**src/rtl/timer_pkg.sv**
```systemverilog
// Shared types, field limits and helpers for the multi-channel HH:MM:SS.cc countdown timer.
package timer_pkg;

  typedef enum logic [1:0] {SET_H = 2'd0, SET_M = 2'd1, SET_S = 2'd2, ARMED = 2'd3} mode_t;
  typedef enum logic [1:0] {STOPPED = 2'd0, RUNNING = 2'd1, EXPIRED = 2'd2} run_t;

  localparam int MAX_MIN   = 59;
  localparam int MAX_SEC   = 59;
  localparam int MAX_CENTI = 99;

  typedef struct packed {
    logic [5:0] hours;
    logic [5:0] minutes;
    logic [5:0] seconds;
    logic [6:0] centis;
  } tval_t;

  function automatic logic [5:0] wrap_step(input logic [5:0] v, input logic [5:0] vmax,
                                           input logic up);
    if (up) return (v == vmax) ? 6'd0 : v + 6'd1;
    return (v == 6'd0) ? vmax : v - 6'd1;
  endfunction

endpackage

```
**src/rtl/timer_channel.sv**
```systemverilog
// One countdown channel: edit/arm/run FSM plus centisecond borrow-decrement of HH:MM:SS.cc.
// Latency: button or tick effect visible 1 cycle later; no backpressure (pulses are never stalled).
// Reload-on-expiry behaviour is compiled in when TIMER_RELOAD_EN is defined.
module timer_channel
  import timer_pkg::*;
#(
  parameter int MAX_HOURS = 23
) (
  input  logic       clk,
  input  logic       reset,
  input  logic       tick,
  input  logic       inc,
  input  logic       dec,
  input  logic       state,
  input  logic       start,
  output logic [5:0] hours,
  output logic [5:0] minutes,
  output logic [5:0] seconds,
  output logic [6:0] centis,
  output logic [1:0] mode,
  output logic       running,
  output logic       done,
  output logic       expire_pulse
);

  localparam logic [5:0] HMAX = 6'(MAX_HOURS);

  mode_t mode_q, mode_nx;
  run_t  run_q, run_nx;
  tval_t val_q, val_nx, dec_v;
  logic  done_nx, pulse_nx;
`ifdef TIMER_RELOAD_EN
  tval_t reload_q, reload_nx;
  logic  paused_q, paused_nx;
`endif

  // A running value is never zero, so the hours borrow cannot underflow.
  always_comb begin
    dec_v = val_q;
    if (val_q.centis != 7'd0) begin
      dec_v.centis = val_q.centis - 7'd1;
    end else begin
      dec_v.centis = 7'(MAX_CENTI);
      if (val_q.seconds != 6'd0) begin
        dec_v.seconds = val_q.seconds - 6'd1;
      end else begin
        dec_v.seconds = 6'(MAX_SEC);
        if (val_q.minutes != 6'd0) begin
          dec_v.minutes = val_q.minutes - 6'd1;
        end else begin
          dec_v.minutes = 6'(MAX_MIN);
          dec_v.hours   = val_q.hours - 6'd1;
        end
      end
    end
  end

  always_comb begin
    mode_nx  = mode_q;
    run_nx   = run_q;
    val_nx   = val_q;
    done_nx  = done;
    pulse_nx = 1'b0;
`ifdef TIMER_RELOAD_EN
    reload_nx = reload_q;
    paused_nx = paused_q;
`endif
    if (state) begin
      if (run_q == STOPPED) begin
        mode_nx = mode_t'(mode_q + 2'd1);
      end else if (run_q == EXPIRED) begin
        run_nx  = STOPPED;
        mode_nx = SET_H;
      end
    end else if (start) begin
      if (mode_q == ARMED && run_q == STOPPED && val_q != '0) begin
        run_nx  = RUNNING;
        done_nx = 1'b0;
`ifdef TIMER_RELOAD_EN
        if (!paused_q) reload_nx = val_q;
`endif
      end else if (mode_q == ARMED && run_q == RUNNING) begin
        run_nx = STOPPED;
`ifdef TIMER_RELOAD_EN
        paused_nx = 1'b1;
`endif
      end
    end else if ((inc || dec) && run_q == STOPPED && mode_q != ARMED) begin
      case (mode_q)
        SET_H:   val_nx.hours   = wrap_step(val_q.hours, HMAX, inc);
        SET_M:   val_nx.minutes = wrap_step(val_q.minutes, 6'(MAX_MIN), inc);
        default: val_nx.seconds = wrap_step(val_q.seconds, 6'(MAX_SEC), inc);
      endcase
      val_nx.centis = 7'd0;
      done_nx       = 1'b0;
`ifdef TIMER_RELOAD_EN
      paused_nx = 1'b0;
`endif
    end

    // A pause on the tick cycle leaves run_nx STOPPED and so suppresses the decrement.
    if (tick && run_q == RUNNING && run_nx == RUNNING) begin
      val_nx = dec_v;
      if (dec_v == '0) begin
        done_nx  = 1'b1;
        pulse_nx = 1'b1;
`ifdef TIMER_RELOAD_EN
        val_nx = reload_q;
`else
        run_nx = EXPIRED;
`endif
      end
    end
  end

  always_ff @(posedge clk or posedge reset) begin
    if (reset) begin
      mode_q       <= SET_H;
      run_q        <= STOPPED;
      val_q        <= '0;
      done         <= 1'b0;
      expire_pulse <= 1'b0;
`ifdef TIMER_RELOAD_EN
      reload_q <= '0;
      paused_q <= 1'b0;
`endif
    end else begin
      mode_q       <= mode_nx;
      run_q        <= run_nx;
      val_q        <= val_nx;
      done         <= done_nx;
      expire_pulse <= pulse_nx;
`ifdef TIMER_RELOAD_EN
      reload_q <= reload_nx;
      paused_q <= paused_nx;
`endif
    end
  end

  assign hours   = val_q.hours;
  assign minutes = val_q.minutes;
  assign seconds = val_q.seconds;
  assign centis  = val_q.centis;
  assign mode    = mode_q;
  assign running = (run_q == RUNNING);

endmodule

```
**src/rtl/multi_timer.sv**
```systemverilog
// NUM_CH countdown channels on one centisecond prescaler; buttons steer to channel `ch` when sel == SEL_CODE.
// Latency: state 1 cycle after button/tick, digit outputs combinational from registers; no backpressure.
// Define TIMER_RELOAD_EN to make channels reload and keep running on expiry.
module multi_timer
  import timer_pkg::*;
#(
  parameter int         NUM_CH    = 4,
  parameter int         TICK_DIV  = 100,
  parameter int         MAX_HOURS = 23,
  parameter logic [1:0] SEL_CODE  = 2'd2,
  localparam int        CW        = (NUM_CH > 1) ? $clog2(NUM_CH) : 1
) (
  input  logic              clk,
  input  logic              reset,
  input  logic [1:0]        sel,
  input  logic [CW-1:0]     ch,
  input  logic              inc,
  input  logic              dec,
  input  logic              state,
  input  logic              start,
  output logic [5:0]        hours,
  output logic [5:0]        minutes,
  output logic [5:0]        seconds,
  output logic [6:0]        centis,
  output logic [1:0]        mode,
  output logic [NUM_CH-1:0] running,
  output logic [NUM_CH-1:0] done,
  output logic [NUM_CH-1:0] expire_pulse
);

  localparam int PW = (TICK_DIV > 1) ? $clog2(TICK_DIV) : 1;

  logic [PW-1:0] presc_q;
  logic          tick;
  logic          btn_en;
  tval_t         ch_val  [NUM_CH];
  logic [1:0]    ch_mode [NUM_CH];
  tval_t         sel_val;
  logic [1:0]    sel_mode;

  assign tick   = (presc_q == PW'(TICK_DIV - 1));
  assign btn_en = (sel == SEL_CODE);

  always_ff @(posedge clk or posedge reset) begin
    if (reset) presc_q <= '0;
    else       presc_q <= tick ? '0 : presc_q + PW'(1);
  end

  for (genvar k = 0; k < NUM_CH; k++) begin : g_ch
    logic hit;
    assign hit = btn_en && (ch == CW'(k));

    timer_channel #(.MAX_HOURS(MAX_HOURS)) u_ch (
      .clk          (clk),
      .reset        (reset),
      .tick         (tick),
      .inc          (inc & hit),
      .dec          (dec & hit),
      .state        (state & hit),
      .start        (start & hit),
      .hours        (ch_val[k].hours),
      .minutes      (ch_val[k].minutes),
      .seconds      (ch_val[k].seconds),
      .centis       (ch_val[k].centis),
      .mode         (ch_mode[k]),
      .running      (running[k]),
      .done         (done[k]),
      .expire_pulse (expire_pulse[k])
    );
  end

  // Out-of-range ch matches no channel and the display reads zeros.
  always_comb begin
    sel_val  = '0;
    sel_mode = '0;
    for (int k = 0; k < NUM_CH; k++) begin
      if (ch == CW'(k)) begin
        sel_val  = ch_val[k];
        sel_mode = ch_mode[k];
      end
    end
  end

  assign hours   = sel_val.hours;
  assign minutes = sel_val.minutes;
  assign seconds = sel_val.seconds;
  assign centis  = sel_val.centis;
  assign mode    = sel_mode;

endmodule
```
**config.mk**
```make
export PLATFORM = sky130hd
export DESIGN_NAME = multi_timer
export DESIGN_NICKNAME = d
export VERILOG_FILES = /design/src/rtl/timer_pkg.sv /design/src/rtl/timer_channel.sv /design/src/rtl/multi_timer.sv
export SDC_FILE = /design/constraint.sdc
export NUM_CORES = 1
export LEC_CHECK = 0
export BUFFER_PORTS_ARGS = -buffer_cell sky130_fd_sc_hd__buf_2
export CAP_MARGIN = 25
export CORE_MARGIN = 4
export CORE_UTILIZATION = 29
export CTS_CLUSTER_SIZE = 40
export DETAILED_ROUTE_END_ITERATION = 8
export GPL_TIMING_DRIVEN = 0
export HOLD_SLACK_MARGIN = 0.1
export PLACE_DENSITY_LB_ADDON = 0.3
export SLEW_MARGIN = 20
export SYNTH_ARGS = -nofsm -noshare
export SYNTH_HDL_FRONTEND = slang
export SYNTH_HIERARCHICAL = 1
export SYNTH_SLANG_ARGS = --single-unit
export TNS_END_PERCENT = 20
```
**constraint.sdc**
```tcl
create_clock -name clk -period 5.1 [get_ports clk]
set_clock_uncertainty 0.15 [all_clocks]
set_input_delay 0 -clock clk [delete_from_list [all_inputs] [get_ports clk]]
set_output_delay 0 -clock clk [all_outputs]
set_load 0.03 [all_outputs]
```
# Word-level counts from Yosys, hierarchy flattened
# Index checks and enable logic that the tools add are counted.
# word_totals
ff_bits	131
latchBits	0
ramBits	0
romBits	0
inputBits	10
output_inout_bits	39
word_cells	485
memories	0
# op_classes
addsub	33
multipliers	0
n_div	0
order_cmp	0
eq_ne	53
n_shift	0
muxes	233
bitwise	16
n_reduce_logical	117
# ops
operator	n
$mux W25	20
$mux W6	72
$logic_not A25 Y1	4
$reduce_bool A25 Y1	4
$mux W2	44
$mux W1	84
$add A6 B1 Y6 const B	12
$logic_not A6 Y1	12
$mux W18	4
$sub A6 B1 Y6 const B	12
$eq A6 B6 Y1 const B	8
$mux W12	4
$reduce_and A4 Y1	12
$reduce_bool A6 Y1	8
$mux W7	5
$logic_and A1 B1 Y1	32
$reduce_bool A2 Y1	16
$reduce_bool A7 Y1	4
$sub A7 B1 Y7 const B	4
$eq A2 B1 Y1 const B	13
$eq A6 B5 Y1 const B	4
$ne A2 B2 Y1 const B	12
$eq A2 B2 Y1 const B	11
$logic_not A2 Y1	9
other kinds (9)	42

# Logic depth before layout (Yosys ltp)
# depth
word_depth	15
depth_mapped	11
mapped_depth_nobuf	8

# Hierarchy
# Netlist, hierarchy kept.
# by_module_without_submodules
mod	instances	cells_each	area_each_um2	seq_area_each_um2
timer_channel at g_ch[1].u_ch ...	2	386	2942.8	775.7
timer_channel at g_ch[0].u_ch	1	393	3015.4	775.7
timer_channel at g_ch[3].u_ch	1	377	2841.5	775.7
multi_timer	1	83	1161.1	175.2

# Worst setup path before layout
# OpenSTA, ideal clock, no wires.
# synth_path
path_kind	register -> register
start	reg g_ch[3].u_ch.val_q, in the netlist g_ch[3].u_ch/centis[0]
end	reg g_ch[3].u_ch.val_q, in the netlist g_ch[3].u_ch/hours[3]
setup_time_ns	0.134
t_arrival_ns	2.526
required_ns	4.816
path_slack_ns	2.290
path_stages_with_launch	12
path_buffers	3
period_less_slack_ns	2.810
cell_sequence	dfrtp_1 inv_1 ha_1 or4b_4 buf_6 or3_1 buf_2 buf_2 nor3_4 and3_1 xnor2_1 o211ai_2
# synth_via
elab_chain_cells	9
elab_cells_between_ends	15
classes_between	3 x eq/ne; 5 x mux; 7 x reduce/logical
# synth_rtl
element	line	text
start: declaration	timer_channel.sv:30	tval_t val_q, val_nx, dec_v;
start signal: assignment	timer_channel.sv:130	val_q <= val_nx;
$reduce_bool A25 Y1	timer_channel.sv:76	if (mode_q == ARMED && run_q == STOPPED && val_q != '0) begin
$logic_and A1 B1 Y1	timer_channel.sv:76	
$mux W2	timer_channel.sv:76	
$mux W2	timer_channel.sv:75	end else if (start) begin
$mux W2	timer_channel.sv:68	if (state) begin
$eq A2 B1 Y1	timer_channel.sv:102	if (tick && run_q == RUNNING && run_nx == RUNNING) begin
$logic_and A1 B1 Y1	timer_channel.sv:102	
$ne A2 B2 Y1 (no line) or $reduce_bool A2 Y1 (tied branches)	n/a	
$reduce_and A4 Y1 (no line)	n/a	
# Several ways; a longest one is shown, not always the timed one.
# A chain may end at the register's enable or synchronous reset.

# Worst setup path after layout
# layout_path
start	reg g_ch[3].u_ch.val_q, in the netlist g_ch[3].u_ch/seconds[0]
end	reg g_ch[3].u_ch.val_q, in the netlist g_ch[3].u_ch/hours[4]
# Same word-level chain as after synthesis.

==> impl_metrics.toml <==
[timing]
rsz0062_at_grt = "no"
timing.final.crit_share_pct = 69.5
slew_headroom_pct = 42.9
worst_pin_slew_ns = 0.855
min_period_ns = 3.54
clock.fmax_mhz = 282
finalSetupTns_ns = 0
finalSetupViolCount = 0
drv_slew = 0
finalHoldViolCount = 0

[floorplan]
die_y_um = 219
dieArea_sq_um = 47900
fp.dieW_um = 219
ios = 49
core_sq_um = 44100
start_util_pct = 29.2
row_count = 77

[routing]
drc = 0
wl_per_cell_um = 21.5
drtIter0Drc = 1696
drtPass1Iterations = 6
ant_nets = 0
wirelength_mm = 49.5
via_per_inst = 6.01
num_vias = 13800

[worst_setup_path]
cp.required_ns = 5.28
cp-end-kind = "register"
criticalPathCategory = "register to register"
worstRegToRegCells = 9
r2r_start = "g_ch[3].u_ch/seconds[0]"
worst_setup_path_start_kind = "register"
crit_fanout = 10
r2r_end = "g_ch[3].u_ch/hours[4]"
r2r_slack_ns = 1.56
arrival_ns = 3.72

[synthesis]
synth_fp_nets = 1684
synth_area_leaders = "dfrtp_1, o21ai_0, ha_1"
synthCells = 1625
ys_types = 104
synth_area_sq_um = 12900
synth_flop_cell = "dfrtp_1"
avgSynthCellArea_sq_um = 7.94
synth-edff-count = 0
ys_ff_latch = 131
synth_warnings = 6
async_reset_ff_share_pct = 100
yosysTopAreaCell = "dfrtp_1"
yosysSeqAreaShare_pct = 25.4
synth.top_cell.area_share_pct = 25.4

[clock_tree]
clkTransAtPathRegs_ns = 0.07
hold_buffers = 5
postCtsSetupRepairBufs = 0
cts_root_buf = "clkbuf_16"
clk_path_buf_depth = 2
cts.sink_count = 131
cts_buffers = 17
cts_resized = 0
cts.htree.levels = 4
cts_tree = "yes"
clock_insertion_delay_worst_skew_ns = 0.48

[global_route]
overflow = 0
grt_pass1_wl_mm = 75.9
antenna_found_initial = 2
grt_max_degree = 32
grt_pass1_vias = 12500
gr-usage-all-layers_pct = 20.4

[cells_and_area]
fillers = 4678
seq_area_sq_um = 3280
n_antenna_cell = 0
multi_input_area_sq_um = 8780
drive_gt1_share_pct = 12.2
syn2layout_area_growth_pct = 13.6
stdcell_count = 2303
layout.nets = 1757

[run]
maxCapViolCount = 0

[status]
status = "complete, no violations"

[power_and_ir_drop]
ir_drop_uv = 309
power_per_cell_area_nw_per_um2 = 537
power.leakage_uw = 0.00565

[placement]
hpwlAfterDp_mm = 37.4
gp_congestion = 0.956
portBuffers = 48
placed_cells = 2266

[hold_path]
worstHoldPathType = "input port to asynchronous set/reset pin"
-- state kept, by name, indices dropped and copies added, names as in the netlist --
register,count
g_ch.u_ch/hours,24
presc_q,7
g_ch.u_ch/mode,8
g_ch.u_ch/minutes,24
g_ch.u_ch/expire_pulse,4
g_ch.u_ch/centis,28
g_ch.u_ch/seconds,24
g_ch.u_ch/done,4
g_ch.u_ch/run_q,8
-- synth_stat cells (all sizes together), types with 8 or more instances --
cell     number
and4          8
a22oi        15
buf          22
or2           9
a31oi        32
o41ai         9
a311oi       10
o22ai        17
o31ai        12
o211ai       28
nor2        135
nand2       151
o31a          8
ha           49
nor4         27
nand3b        8
nand2b       21
a221o        10
a21oi        78
nor3b        12
and2         24
a221oi       15
nand3        71
mux2i         8
o221ai        9
dfrtp       131
clkbuf       95
nand4        25
inv          80
o21ai       160
a211oi       14
mux4         27
nor2b        16
nor3         91
and3         22
o2111ai       8
or3          24
o32ai        12
-- cell type report --
cell class,instances,share of cell area (%)
plain buffers,117,3.71
clock inverters,8,1.31
multi-input cells,1295,59.9
well taps,592,5.05
flip-flops and latches,131,22.4
clock buffers,24,3.49
inverters,82,2.10
repair buffers,54,2.03
-- routing by layer --
layer | track usage, % | up-vias | part of all wire [%]
met5 | 0 | - | 0.044
met4 | 6.43 | 4 | 2.7
met3 | 4.68 | 95 | 8.8
met2 | 30.9 | 696 | 44
met1 | 28.7 | 6710 | 44
li1 | - | 6335 | -
-- through the flow --
stage | total power [uW] | cell area, sq um | utilization [%] | setup slack [ns] | hold slack, ns
2_1_floorplan | 4900 | 12900 | - | 2.29 | -0.347
3_3_place_gp | 6200 | 13900 | 31.5 | 0.351 | -0.0968
3_5_place_dp | 6200 | 13900 | 31.5 | 1.62 | -0.0772
4_1_cts | 7770 | 14700 | 33.2 | 1.58 | 0.113
5_1_grt | 8340 | 14700 | 33.2 | 1.29 | 0.154
6_report | 7870 | 14700 | 33.2 | 1.56 | 0.139
-- placed cells by master (no fill, tap or decap), types with 9 or more instances in the layout --
cell and count:
o31ai_1 12, o41ai_1 9, a22oi_1 15, a221o_1 10
o21ai_0 141, nor3_1 80, ha_1 49, o22ai_1 17
mux4_2 26, nand4_1 23, buf_2 52, clkbuf_16 17
nand3_1 71, nor2b_1 16, and2_1 24, buf_6 9
and3_1 22, nor3b_1 9, a21oi_1 78, nor4_1 17
or3_1 23, inv_1 76, a211oi_1 14, o211ai_1 27
nor3_2 9, a221oi_1 15, dfrtp_1 131, o21ai_1 19
nor2_1 133, clkbuf_1 93, a31oi_1 31, a311oi_1 10
nand2b_1 21, nand2_1 150, o32ai_1 12
-- power breakdown --
part	leakage, uW	switching, uW	internal, uW
Combinational	0.00360	2810	1590
Clock	0.000343	531	994
Sequential	0.00171	622	1330
Total	0.00565	3960	3910
-- worst max-delay path, cell delays in order, from the launching register on --
cell	delay, ns
dfrtp_1	0.41
clkbuf_1	0.26
inv_1	0.17
ha_1	0.30
or3b_2	0.53
nor3_1	0.62
nand3_1	0.30
nor2_1	0.35
nand3_1	0.15
mux2i_1	0.15
-- how the worst max path moves through the flow --
stage | from | to | slack [ns] | cells after the start
after global routing | g_ch[3].u_ch/seconds[0] | g_ch[3].u_ch/hours[4] | 1.29 | 9
after global placement | presc_q[4] | g_ch[3].u_ch/done | 0.35 | 7
final | g_ch[3].u_ch/seconds[0] | g_ch[3].u_ch/hours[4] | 1.56 | 9
after CTS | g_ch[3].u_ch/seconds[0] | g_ch[3].u_ch/hours[4] | 1.58 | 9
after floorplan | g_ch[3].u_ch/centis[0] | g_ch[3].u_ch/hours[3] | 2.29 | 11
after detailed placement | g_ch[3].u_ch/seconds[0] | g_ch[3].u_ch/hours[4] | 1.62 | 9
-- cells by family after synthesis --
kind of cell | synth area share, %
AO/OA/AOI/OAI | 27.1
XOR/XNOR | 0.747
adder cells (fa/ha/maj) | 4.75
buffers and inverters | 6.60
flip-flops | 25.4
multiplexers | 6.03
AND/OR/NAND/NOR | 29.4
(Power assumes the default switching activity.)
